## src/rtl/normalize_left.sv

```systemverilog
// Multi-cycle left normalizer: shifts an 18-bit fraction left one bit per cycle
// until bit 17 is set, tracking exponent decrement and shift count.
module normalize_left (
  input  logic        clk,
  input  logic        rst_n,
  input  logic        in_valid,
  output logic        in_ready,
  input  logic [17:0] fraction_in,
  input  logic [7:0]  exp_in,
  output logic        out_valid,
  input  logic        out_ready,
  output logic [17:0] fraction_out,
  output logic [7:0]  exp_out,
  output logic [7:0]  shift_out,
  output logic        zero_out,
  output logic        denorm_out
);

  typedef enum logic [1:0] {
    IDLE  = 2'd0,
    SHIFT = 2'd1,
    DONE  = 2'd2
  } state_t;

  state_t      state;
  logic [17:0] frac_r;
  logic [7:0]  exp_r;
  logic [7:0]  cnt_r;

  // Gated by rst_n so no operand is taken while reset is asserted.
  assign in_ready = rst_n && (state == IDLE);

  always_ff @(posedge clk) begin
    if (!rst_n) begin
      state        <= IDLE;
      frac_r       <= '0;
      exp_r        <= '0;
      cnt_r        <= '0;
      out_valid    <= 1'b0;
      fraction_out <= '0;
      exp_out      <= '0;
      shift_out    <= '0;
      zero_out     <= 1'b0;
      denorm_out   <= 1'b0;
    end else begin
      case (state)
        IDLE: begin
          if (in_valid) begin
            frac_r     <= fraction_in;
            exp_r      <= exp_in;
            cnt_r      <= '0;
            zero_out   <= 1'b0;
            denorm_out <= 1'b0;
            state      <= SHIFT;
          end
        end
        SHIFT: begin
          if (frac_r == '0) begin
            zero_out     <= 1'b1;
            fraction_out <= '0;
            exp_out      <= '0;
            shift_out    <= cnt_r;
            out_valid    <= 1'b1;
            state        <= DONE;
          end else if (frac_r[17]) begin
            fraction_out <= frac_r;
            exp_out      <= exp_r;
            shift_out    <= cnt_r;
            out_valid    <= 1'b1;
            state        <= DONE;
          end else if (exp_r <= 8'd1) begin
            denorm_out   <= 1'b1;
            fraction_out <= frac_r;
            exp_out      <= '0;
            shift_out    <= cnt_r;
            out_valid    <= 1'b1;
            state        <= DONE;
          end else begin
            frac_r <= {frac_r[16:0], 1'b0};
            exp_r  <= exp_r - 8'd1;
            cnt_r  <= cnt_r + 8'd1;
          end
        end
        DONE: begin
          if (out_ready) begin
            out_valid <= 1'b0;
            state     <= IDLE;
          end
        end
        default: state <= IDLE;
      endcase
    end
  end

endmodule
```

## config.mk

```make
export PLATFORM = sky130hd
export DESIGN_NAME = normalize_left
export DESIGN_NICKNAME = d
export VERILOG_FILES = /design/src/rtl/normalize_left.sv
export SDC_FILE = /design/constraint.sdc
export NUM_CORES = 1
export LEC_CHECK = 0
export ABC_AREA = 0
export BUFFER_PORTS_ARGS = -buffer_cell sky130_fd_sc_hd__clkbuf_2
export CORE_MARGIN = 10
export CORE_UTILIZATION = 39
export DETAILED_ROUTE_END_ITERATION = 8
export PLACE_DENSITY = 0.6
export SLEW_MARGIN = 0
export SYNTH_ARGS = -nofsm -noshare
export SYNTH_HDL_FRONTEND = slang
export SYNTH_SLANG_ARGS = --single-unit
```

## constraint.sdc

```tcl
create_clock -name clk -period 2.5 [get_ports clk]
set_clock_uncertainty 0.2 [all_clocks]
set_input_delay 0.5 -clock clk [delete_from_list [all_inputs] [get_ports clk]]
set_output_delay 0.5 -clock clk [all_outputs]
set_load 0.005 [all_outputs]
```

==> reports/summary.md <==
After global routing, the most crowded layer is met2. The floorplan step set the die height to 114 um. Across the run, the number of max-cap violations was 0.

Dividing the detail-routed via count by the number of cells gives 5.39. With fillers left out, the area of the finished cells amounts to 4100 um2. A synthesized cell averages 9.23 um2. The wire length of the first global-routing pass was 14500 um. Ranked by total cell area, the synthesized netlist is headed by dfxtp_1 42%, mux2i_1 7.5%, o211a_1 5.2%, nor2b_1 4.9%, nand2_1 4.5%.

Antenna diode count: 0. After detailed routing, the average wire length per cell comes to 16.0 um. The kind of path behind the tightest hold check is in2reg. The tools report the total number of vias as 2992.

The first routing iteration left 197 violations. Aggregate global routing overflow: 0. The largest net degree at the start of global routing was 37. Once detailed placement completed, the half-perimeter wirelength came to 6260 um.

Clock-pin slew was measured on the worst setup and hold paths at 0.07 ns. For met2 alone, demand over resource in global routing was 21.1%. The run gives 73 as the sink count of the clock tree. Global routing consumed, over all layers together, 13.4% of the routing resources. Setup repair after global routing left no endpoint under its margin.

Met1 track demand over resource in global routing: 16.6%. Fill cells in the final layout number 888. The worst hold slack after final layout was 0.192 ns. The tools report the clock latency at the later pin of the worst-skew pair as 0.35 ns.

The logs give 0 ns for the final total negative setup slack and 410 for the number of nets in the synthesized netlist. The number of setup buffers added after CTS is 0. In this run the worst path has a maximum fanout of 32.

The post-layout net count is 479. The tools report the die footprint as 13000 um2. The transition time at the pin with the least slew margin is 0.611 ns, and the final setup violation count is 0.

Top cell type by total area after synthesis: dfxtp_1. In this run, post-CTS hold repair placed 0 buffers. Post-CTS repair changed the size of 0 cells. The number of different library cells used by synthesis comes to 48. For the met3 usage in global routing, the log shows 5.29%. STA classifies the critical path endpoint as a register.

Dividing total power by cell area gives a power density of 1270 nW/um2. For the tightest slew margin relative to the limit, the log shows 58.9%. TritonCTS built the clock tree. The initial antenna violation count was 0. The count of buffers added on input and output ports is 67.

The proportion of synthesized chip area in sequential cells is 42.3%. STA classifies the critical path startpoint as a register. Synthesis handed over a netlist of 374 instances. In this run the horizontal extent of the chip is 114 um. The logs give 2898 for the via count of the first global-routing pass and 0 for the number of synthesis warnings. The depth of the CTS H-tree came out at 3. In this run the cell area measured after placement is 3930 um2. The category of the critical setup timing path was reg2reg. Counting flops and latches in the post-synthesis netlist gives 73. Summed over all cells, the static leakage comes to 1.82 nW.

Pin placement for this block handled 68 I/O pins. The number of iterations in the first detailed-routing pass came out at 5. Counting flops with an async set or reset pin after synthesis yields a share of 0%. The area of the core region came out at 8680 um2. Post-route fraction of the period consumed by the critical path: 93.9%.

The dominant synthesized flop cell is dfxtp_1. The congestion estimate from routability-driven global placement came to 0.828. In this run the biggest area consumer among cell types represents 42.3% of the synthesized area. The cell row count is 34. The time the worst path needs with I/O delays and setup was 2.35 ns; the mapped cell area was 3450 um2.

The remaining routing DRC violations was 0; the count of endpoints failing hold in the final timing report was 0. The root buffer cell was clkbuf_8. Timing would allow up to 426 MHz.

Counting the buffers created by CTS gives 9. STA puts the critical path data required time at 2.54 ns. The count of flip-flops with a built-in enable after synthesis is 0. Once the floorplan was initialized, standard cells occupied 39.8% of the core. Relative to the synthesized area, the layout overhead comes to 18.8%. The flow ran to the end, and the final reports show no timing, DRC or antenna violations.

The clock passes through at most 2 buffers. Across the VDD grid, the largest voltage drop is 612 uV. Data arrives at the worst endpoint at 2.39 ns. The final-report max-slew violation count came out at 0. The routed wire length was 8890 um; the number of nets still failing antenna checks after routing was 0. In the final layout, the share of cells above drive strength 1 is 24.6%.
[critical path, cell delays in order (launching register included)]
cell and delay, ns:
dfxtp_1 0.32, or4_4 0.55, o31a_1 0.39, o221a_2 0.38, buf_12 0.19, o211a_1 0.21
[cells in the mapped netlist, types with 3 or more instances]
cell type	number
o211ai_1	5
o221ai_1	17
o22ai_1	3
dfxtp_1	73
mux2i_1	26
o32ai_1	4
inv_1	26
nor2_1	12
a21oi_1	12
nor2b_1	27
nand2_1	41
ha_1	6
buf_6	6
clkbuf_1	15
nand3_1	12
o211a_1	18
nor4_1	5
o21ai_0	12
buf_2	3
a32o_1	9
and3_1	5
[registers in the layout (all words and copies together) (netlist names)]
name,count
out_valid,1
cnt_r,8
exp_r,8
exp_out,8
state,2
zero_out,1
frac_r,18
denorm_out,1
shift_out,8
fraction_out,18
[where the power goes]
group / switching, mW / internal (mW) / leakage (nW)
combinational: 1.49 / 1.10 / 1.13
clock: 0.420 / 0.451 / 0.0929
sequential: 0.288 / 1.46 / 0.594
[routing by layer]
metal | share of wire, % | vias to the layer above
met2 | 46 | 80
met1 | 46 | 1414
li1 | - | 1491
met5 | 0 | -
met4 | 0.81 | 0
met3 | 7.3 | 7
[kinds of logic after synthesis]
group / synth area share (%)
buffers and inverters: 7.93
and+or+nand+nor: 16.8
adders and majority gates: 2.17
muxes: 7.54
DFF: 42.3
AOI/OAI and AO/OA: 23.2
[layout by cell type (no fill, tap or decap), types with 9 or more instances in the layout]
cell type,n
a21oi_1,12
nor2b_1,27
clkbuf_8,9
nor2_1,12
mux2i_1,26
inv_1,26
o221ai_1,17
clkbuf_2,67
nand2_1,41
nand3_1,12
buf_4,16
o21ai_0,12
dfxtp_1,73
o211a_1,18
a32o_1,9
[path summary, 6_finish.rpt]
check	from	end	slack [ns]	cells past startpoint
worst max-delay path	exp_r[2]	frac_r[2]	0.15	5
worst min-delay path	fraction_in[0]	frac_r[0]	0.19	3
worst max register to register	exp_r[2]	frac_r[2]	0.15	5
worst min register to register	out_valid	out_valid	0.28	2
[cell type report]
type / count / area [um2] / area share [%]
Clock inverter: 4 / 45.0 / 1.10
Clock buffer: 11 / 131 / 3.20
Multi-Input combinational cell: 247 / 1730 / 42.3
Sequential cell: 73 / 1460 / 35.6
Timing Repair Buffer: 85 / 495 / 12.1
Inverter: 27 / 101 / 2.47
Tap cell: 108 / 135 / 3.29
[through the flow]
| stage | utilization [%] | power [mW] | instances | setup slack [ns] |
|---|---|---|---|---|
| after floorplan | - | 3.58 | 374 | 0.163 |
| after global placement | 45.3 | 4.29 | 540 | 0.223 |
| after detailed placement | 45.3 | 4.35 | 540 | 0.170 |
| after CTS | 47.3 | 5.22 | 555 | 0.164 |
| after global routing | 47.3 | 5.60 | 555 | 0.0330 |
| final | 47.3 | 5.21 | 555 | 0.152 |
No activity file was read; power rests on OpenSTA's default activity.
